`src/rtl/fifo_write_packer_pkg.sv`:
```
// fifo_write_packer_pkg: shared FSM state, counter width helper and default geometry for the packer and FIFO datapath.
package fifo_write_packer_pkg;
  localparam int DEF_NUM_BIT = 4;
  localparam int DEF_PAR_WRITE = 2;
  typedef enum logic {FILL, FULL} state_e;
  function automatic int cnt_w(input int par_write);
    return $clog2(par_write + 1);
  endfunction
endpackage

```
`src/rtl/pack_lane_reg.sv`:
```
// pack_lane_reg: PAR_WRITE x NUM_BIT lane bank with indexed write, per-lane keep mask and synchronous clear.
module pack_lane_reg
  import fifo_write_packer_pkg::*;
#(
  parameter int NUM_BIT = DEF_NUM_BIT,
  parameter int PAR_WRITE = DEF_PAR_WRITE,
  parameter int IW = cnt_w(PAR_WRITE)
) (
  input  logic                         clk,
  input  logic                         clr_i,
  input  logic                         we_i,
  input  logic [IW-1:0]                idx_i,
  input  logic [NUM_BIT-1:0]           wdata_i,
  input  logic [PAR_WRITE-1:0]         keep_i,
  output logic [PAR_WRITE*NUM_BIT-1:0] data_o
);
  logic [PAR_WRITE*NUM_BIT-1:0] data_q, data_d;
  // A lane with keep_i low is zeroed unless it is the one being written.
  always_comb begin
    data_d = data_q;
    for (int l = 0; l < PAR_WRITE; l++)
      data_d[l*NUM_BIT +: NUM_BIT] = clr_i ? '0 :
                                     (we_i && idx_i == IW'(l)) ? wdata_i :
                                     keep_i[l] ? data_q[l*NUM_BIT +: NUM_BIT] : '0;
  end
  always_ff @(posedge clk) data_q <= data_d;
  assign data_o = data_q;
endmodule

```
`src/rtl/fifo_write_packer.sv`:
```
// fifo_write_packer: packs PAR_WRITE producer words into one FIFO write group; PACKER_FLUSH_EN adds flush/out_mask.
module fifo_write_packer
  import fifo_write_packer_pkg::*;
#(
  parameter int NUM_BIT = DEF_NUM_BIT,
  parameter int PAR_WRITE = DEF_PAR_WRITE
) (
  input  logic                           clk,
  input  logic                           rst,
  input  logic [NUM_BIT-1:0]             in_data,
  input  logic                           in_valid,
  output logic                           in_ready,
  output logic [PAR_WRITE*NUM_BIT-1:0]   out_data,
  output logic                           out_valid,
  input  logic                           out_ready,
`ifdef PACKER_FLUSH_EN
  input  logic                           flush,
  output logic [PAR_WRITE-1:0]           out_mask,
`endif
  output logic [cnt_w(PAR_WRITE)-1:0]    fill_cnt
);
  localparam int CW = cnt_w(PAR_WRITE);
  localparam logic [CW-1:0] PW = CW'(PAR_WRITE);
  state_e state_q, state_d;
  logic [CW-1:0] cnt_q, cnt_d, base, cnt_inc;
  logic acc, drain, done, flush_go, load;
  logic [PAR_WRITE-1:0] lo, keep;
  assign in_ready = !rst && (state_q == FILL || out_ready);
  assign acc = in_valid && in_ready;
  assign drain = state_q == FULL && out_ready;
  // On a drain cycle the next group starts from lane 0.
  assign base = state_q == FILL ? cnt_q : '0;
  assign cnt_inc = base + CW'(acc);
  assign done = cnt_inc == PW;
  always_comb begin
    lo = '0;
    for (int l = 0; l < PAR_WRITE; l++) lo[l] = CW'(l) < cnt_inc;
  end
`ifdef PACKER_FLUSH_EN
  assign flush_go = flush && state_q == FILL && cnt_inc != '0 && !done;
`else
  assign flush_go = 1'b0;
`endif
  assign keep = flush_go ? lo : '1;
  assign load = (state_q == FILL || drain) && (done || flush_go);
  always_comb begin
    state_d = state_q;
    cnt_d = cnt_q;
    if (state_q == FILL || drain) begin
      state_d = load ? FULL : FILL;
      cnt_d = load ? '0 : cnt_inc;
    end
  end
  always_ff @(posedge clk) begin
    if (rst) begin
      state_q <= FILL;
      cnt_q <= '0;
    end else begin
      state_q <= state_d;
      cnt_q <= cnt_d;
    end
  end
`ifdef PACKER_FLUSH_EN
  logic [PAR_WRITE-1:0] mask_q, mask_d;
  assign mask_d = load ? keep : mask_q;
  always_ff @(posedge clk) mask_q <= rst ? '0 : mask_d;
  assign out_mask = mask_q;
`endif
  pack_lane_reg #(.NUM_BIT(NUM_BIT), .PAR_WRITE(PAR_WRITE), .IW(CW)) u_lanes (
    .clk    (clk),
    .clr_i  (rst),
    .we_i   (acc),
    .idx_i  (base),
    .wdata_i(in_data),
    .keep_i (keep),
    .data_o (out_data)
  );
  assign out_valid = state_q == FULL;
  assign fill_cnt = cnt_q;
endmodule
```
`config.mk`:
```
export PLATFORM = sky130hd
export DESIGN_NAME = fifo_write_packer
export DESIGN_NICKNAME = d
export VERILOG_FILES = /design/src/rtl/fifo_write_packer_pkg.sv /design/src/rtl/pack_lane_reg.sv /design/src/rtl/fifo_write_packer.sv
export SDC_FILE = /design/constraint.sdc
export NUM_CORES = 1
export LEC_CHECK = 0
export ABC_AREA = 1
export CAP_MARGIN = 25
export CORE_AREA = 3 3 40 42
export CTS_CLUSTER_DIAMETER = 50
export DETAILED_ROUTE_END_ITERATION = 16
export DIE_AREA = 0 0 43 45
export DONT_BUFFER_PORTS = 1
export SLEW_MARGIN = 20
export SYNTH_ARGS = -nofsm -noshare
export SYNTH_HDL_FRONTEND = slang
export SYNTH_SLANG_ARGS = --single-unit
```
`constraint.sdc`:
```
create_clock -name clk -period 3.8 [get_ports clk]
set_input_delay 1.14 -clock clk [delete_from_list [all_inputs] [get_ports clk]]
set_output_delay 1.14 -clock clk [all_outputs]
set_load 0.005 [all_outputs]
```
After elaboration in Yosys (flattened, before gate mapping)
Index checks and enable logic that the tools add are counted.

Add/subtract/negate cells: 1. Multiply operators: 0. Divide/modulo/power cells: 0. Order comparisons: 0. Eq/ne operators: 2. Shifts and indexed selects: 0. Muxes and demuxes: 3. Bitwise logic cells: 1. Reductions and logical operators: 10.

Operators with widths (count): 1-bit logical AND (6); 2-bit 2-to-1 mux (2); 2-bit by 1-bit adder with 2-bit output (1); 2-bit by 1-bit == test with 1-bit output (second input constant) (1); 2-bit == test (second input constant) (1); 2-bit logical NOT (1); 1-bit logical OR (2); 1-bit logical NOT (1); 1-bit 2-to-1 mux (1); 1-bit NOT (1).

Register bits: 11. Latch bits: 0. RAM bits: 0. Bits in read-only memories: 0. Input bits: 8. Word-level logic and storage cells: 21. Memories: 0.

Longest topological paths before layout
Depth after elaboration: 8. Depth in mapped cells: 9.

By module
From an unflattened synthesis, not the netlist that was laid out.

Cell total of the unflattened synthesis: 71. Area total of the unflattened synthesis: 536.8 um^2.

By module, submodules not included: pack_lane_reg (instances 1, cells an instance 38, area each 331.6 um^2); fifo_write_packer (instances 1, cells an instance 33, area each 205.2 um^2).

Worst setup path before layout
No wires, ideal clock.

Path kind: input-to-output. From: in out_ready. To: out in_ready. Data arrival time: 1423 ps. Slack: 1237 ps. Stages on the path: 4. Cells stage by stage: inv_1 -> nand2_2 -> inv_1 -> nor2_1.

Longest elaborated chain between the ends: 2.

RTL lines: from (decl) (RTL line fifo_write_packer.sv:15) `input logic out_ready,`; 1-bit logical OR (RTL line fifo_write_packer.sv:28) `assign in_ready = !rst && (state_q == FILL || out_ready);`; 1-bit logical AND (RTL line fifo_write_packer.sv:28); to (decl) (RTL line fifo_write_packer.sv:12) `output logic in_ready,`.

Every way passes these cells.

Worst setup path after layout
Ends and elaborated chain as after synthesis.

==> impl_metrics.csv <==
group,metric,value,unit
run_status,status,"finished clean",
sta,finalSetupViolCount,0,
power,p_sw_frac,0.2569,
clock_network,cts.sinks,11,
power,p_int,173.1,µW
detailed_routing,vias,404,
clock_network,ctsHoldBuffers,0,
sta,fin_tns_setup,0,ns
setup_path,slowest_delay,0.11,ns
clock_network,cts_buffer_depth,2,
clock_network,post_cts.repair.setup_buffers,0,
global_route,grt_pass1_vias,359,
global_route,grt_antenna_before_repair,0,
power,ir_drop,0.1818,mV
power,power.share.sequential,0.545,
power,p_clk_frac,0.329,
global_route,grt_max_degree,12,
synth,ys_ff_latch,11,
layout,multiInputGateArea,255.2,µm²
layout,syn2layout_area_growth,7.619,%
layout,layout_commonest_cell,"nand2_1",
floorplan,floorplan.die_area,1935,µm²
job,drv_cap,0,
layout,seq_area,220.2,µm²
global_route,grtUsageTotal,0.1079,
sta,tightest_slew,0.2122,ns
synth,syn_avg_cell_area,7.007,µm²
floorplan,start_util,0.4090,
setup_path,crit_buf_inv,2,
power,power_density,411.8,nW/µm²
floorplan,die_x,43,µm
sta,period_minus_slack,2.595,ns
setup_path,cpMostUsedCell,"inv_1",
setup_path,reg2reg_depth,7,
clock_network,cts_resized,0,
floorplan,placementRows,13,
power,p_leak,0.0002889,µW
sta,fin_ws,1.205,ns
power,comb_power_share,0.126,
setup_path,path_delay_family,"simple AND/OR/NAND/NOR gates",
synth,ys_seq_area_frac,0.4190,
sta,max_freq,385.4,MHz
synth,synth_cells,75,
setup_path,r2r-start,"out_valid",
synth,yosys_warnings,0,
clock_network,clkLatencyLatePin,0.26,ns
clock_network,cts_buffers,3,
detailed_routing,post_drt_wl_per_cell,9.527,µm
setup_path,r2r_end,"fill_cnt[1]",
clock_network,clk_pin_slew,0.07,ns
synth,synth_area,525.5,µm²
synth,yosysTopAreaCell,"dfxtp_1",
sta,period_share,0.6828,
floorplan,die-height,45,µm
setup_path,cp-end-kind,"output port",
placed_design,dp_hpwl,680.2,µm
layout,fillCellCount,139,
synth,syn_nets,84,
setup_path,cp-start-kind,"input port",
sta,hold_ws,0.5004,ns
placed_design,post-place-ws,1.200,ns
min_path,min_path_cells,2,
setup_path,crit_chain,"inv_1, nand2_2, inv_1, nor2_1",
setup_path,path_max_fanout,5,
clock_network,clock-root-buffer,"clkbuf_4",
min_path,min_from,"u_lanes.data_o[0]",
clock_network,cts_max_level,1,
sta,clock_skew,0.001408,ns
setup_path,critPathRequiredTime,2.66,ns
min_path,hold_end,"u_lanes.data_o[0]",
sta,slew_viol_final,0,
global_route,overflow,0,
detailed_routing,viasPerCell,4.344,
sta,slew_headroom,0.8584,
min_path,hold_path_class,"reg2reg",
detailed_routing,drt_iter0_drc,11,
layout,antennaDiodeCount,0,
placed_design,portBuffers,0,
layout,final_cell_mix,"nand2_1, nor2_1, dfxtp_1",
synth,synth.area.top_cells,"dfxtp_1, nand2_1, nor2_1, inv_1, nor2_8",
detailed_routing,finalWirelength,886,µm
setup_path,critPathKind,"in2out",
detailed_routing,dr.pass1.iters,4,
sta,rsz0062_at_grt,"no",
detailed_routing,drc,0,
global_route,grt_pass1_wl,1504,µm
setup_path,slowest_stage,"nand2_2",
setup_path,cp.arrival,1.45,ns
layout,fin_nets,88,
power,p_sw,59.84,µW
setup_path,rrSetupSlack,2.36,ns
layout,drive_above_1_share,0.1282,
clock_network,cts_tree,"yes",
synth,netlist.area_leader.share,0.4190,
floorplan,core-area,1285,µm²
sta,hold_viol_final,0,
synth,ys_types,16,
placed_design,globalplace.congestion,0.7118,
detailed_routing,ant_nets,0,
floorplan,pin_count,20,
stage by stage:
step	total power [µW]	cell area [µm²]	util	instances
floorplan	155.0	525.5	-	75
global placement	159.4	539.3	0.4197	89
detailed placement	159.5	539.3	0.4197	89
CTS	239.4	565.5	0.4401	93
global route	251.8	565.5	0.4401	93
finish	232.9	565.5	0.4401	93
tightest hold or removal path, stage by stage (launching register included):
cell and delay [ns]:
dfxtp_1 0.32, nor2_1 0.10, nor2_1 0.04
final cells by class:
class,count,share of cell area
multi-input cells,51,0.4513
flip-flops and latches,11,0.3894
inverters,12,0.07965
clock buffers,4,0.04646
well taps,15,0.03319
worst max-delay path by stage:
stage,depth (start not counted),to,slack [ns],start
floorplan,4,in_ready,1.24,out_ready
global placement,4,in_ready,1.21,out_ready
detailed placement,4,in_ready,1.20,out_ready
CTS,4,in_ready,1.20,out_ready
global route,4,in_ready,1.15,out_ready
finish,4,in_ready,1.21,out_ready
Yosys cell counts:
cell type and count:
inv_2 2, o21ai_0 1, nand3_1 3, nand3_4 1, nor2_8 1, buf_2 1, nand2_2 2, nor2_4 1
ha_1 1, nand3b_1 1, nand2_1 21, inv_1 10, nor2_1 17, and3_1 1, a21oi_1 1, dfxtp_1 11
sequential cells by signal (all words and copies together), names as in the netlist:
register	cells
out_valid	1
u_lanes.data_o	8
fill_cnt	2
metal layers:
metal | up-vias | global-route usage | wire length, µm | part of all wire
li1 | 230 | - | - | -
met1 | 160 | 0.1317 | 477 | 0.54
met2 | 14 | 0.1557 | 342 | 0.39
met3 | 0 | 0.04382 | 66 | 0.074
met4 | 0 | 0.07229 | 0 | 0
met5 | - | 0 | 0 | 0
kinds of logic (layout without fill, tap and decap cells):
group           after synthesis  after routing  synth area share
flops                        11             11            0.4190
simple gates                 48             48            0.4429
buf+inv                      13             16           0.09524
compound gates                2              2           0.01903
fa+ha+maj                     1              1           0.02381
power groups by stage:
stage / registers (µW) / clock network, µW / logic, µW
after CTS: 127 / 82.5 / 29.7
after detailed placement: 130 / 0 / 29.6
final: 127 / 76.6 / 29.4
after floorplan: 129 / 0 / 26.4
after global placement: 130 / 0 / 29.5
after global routing: 128 / 89.3 / 34.6
Power figures use the tool's default switching activity.
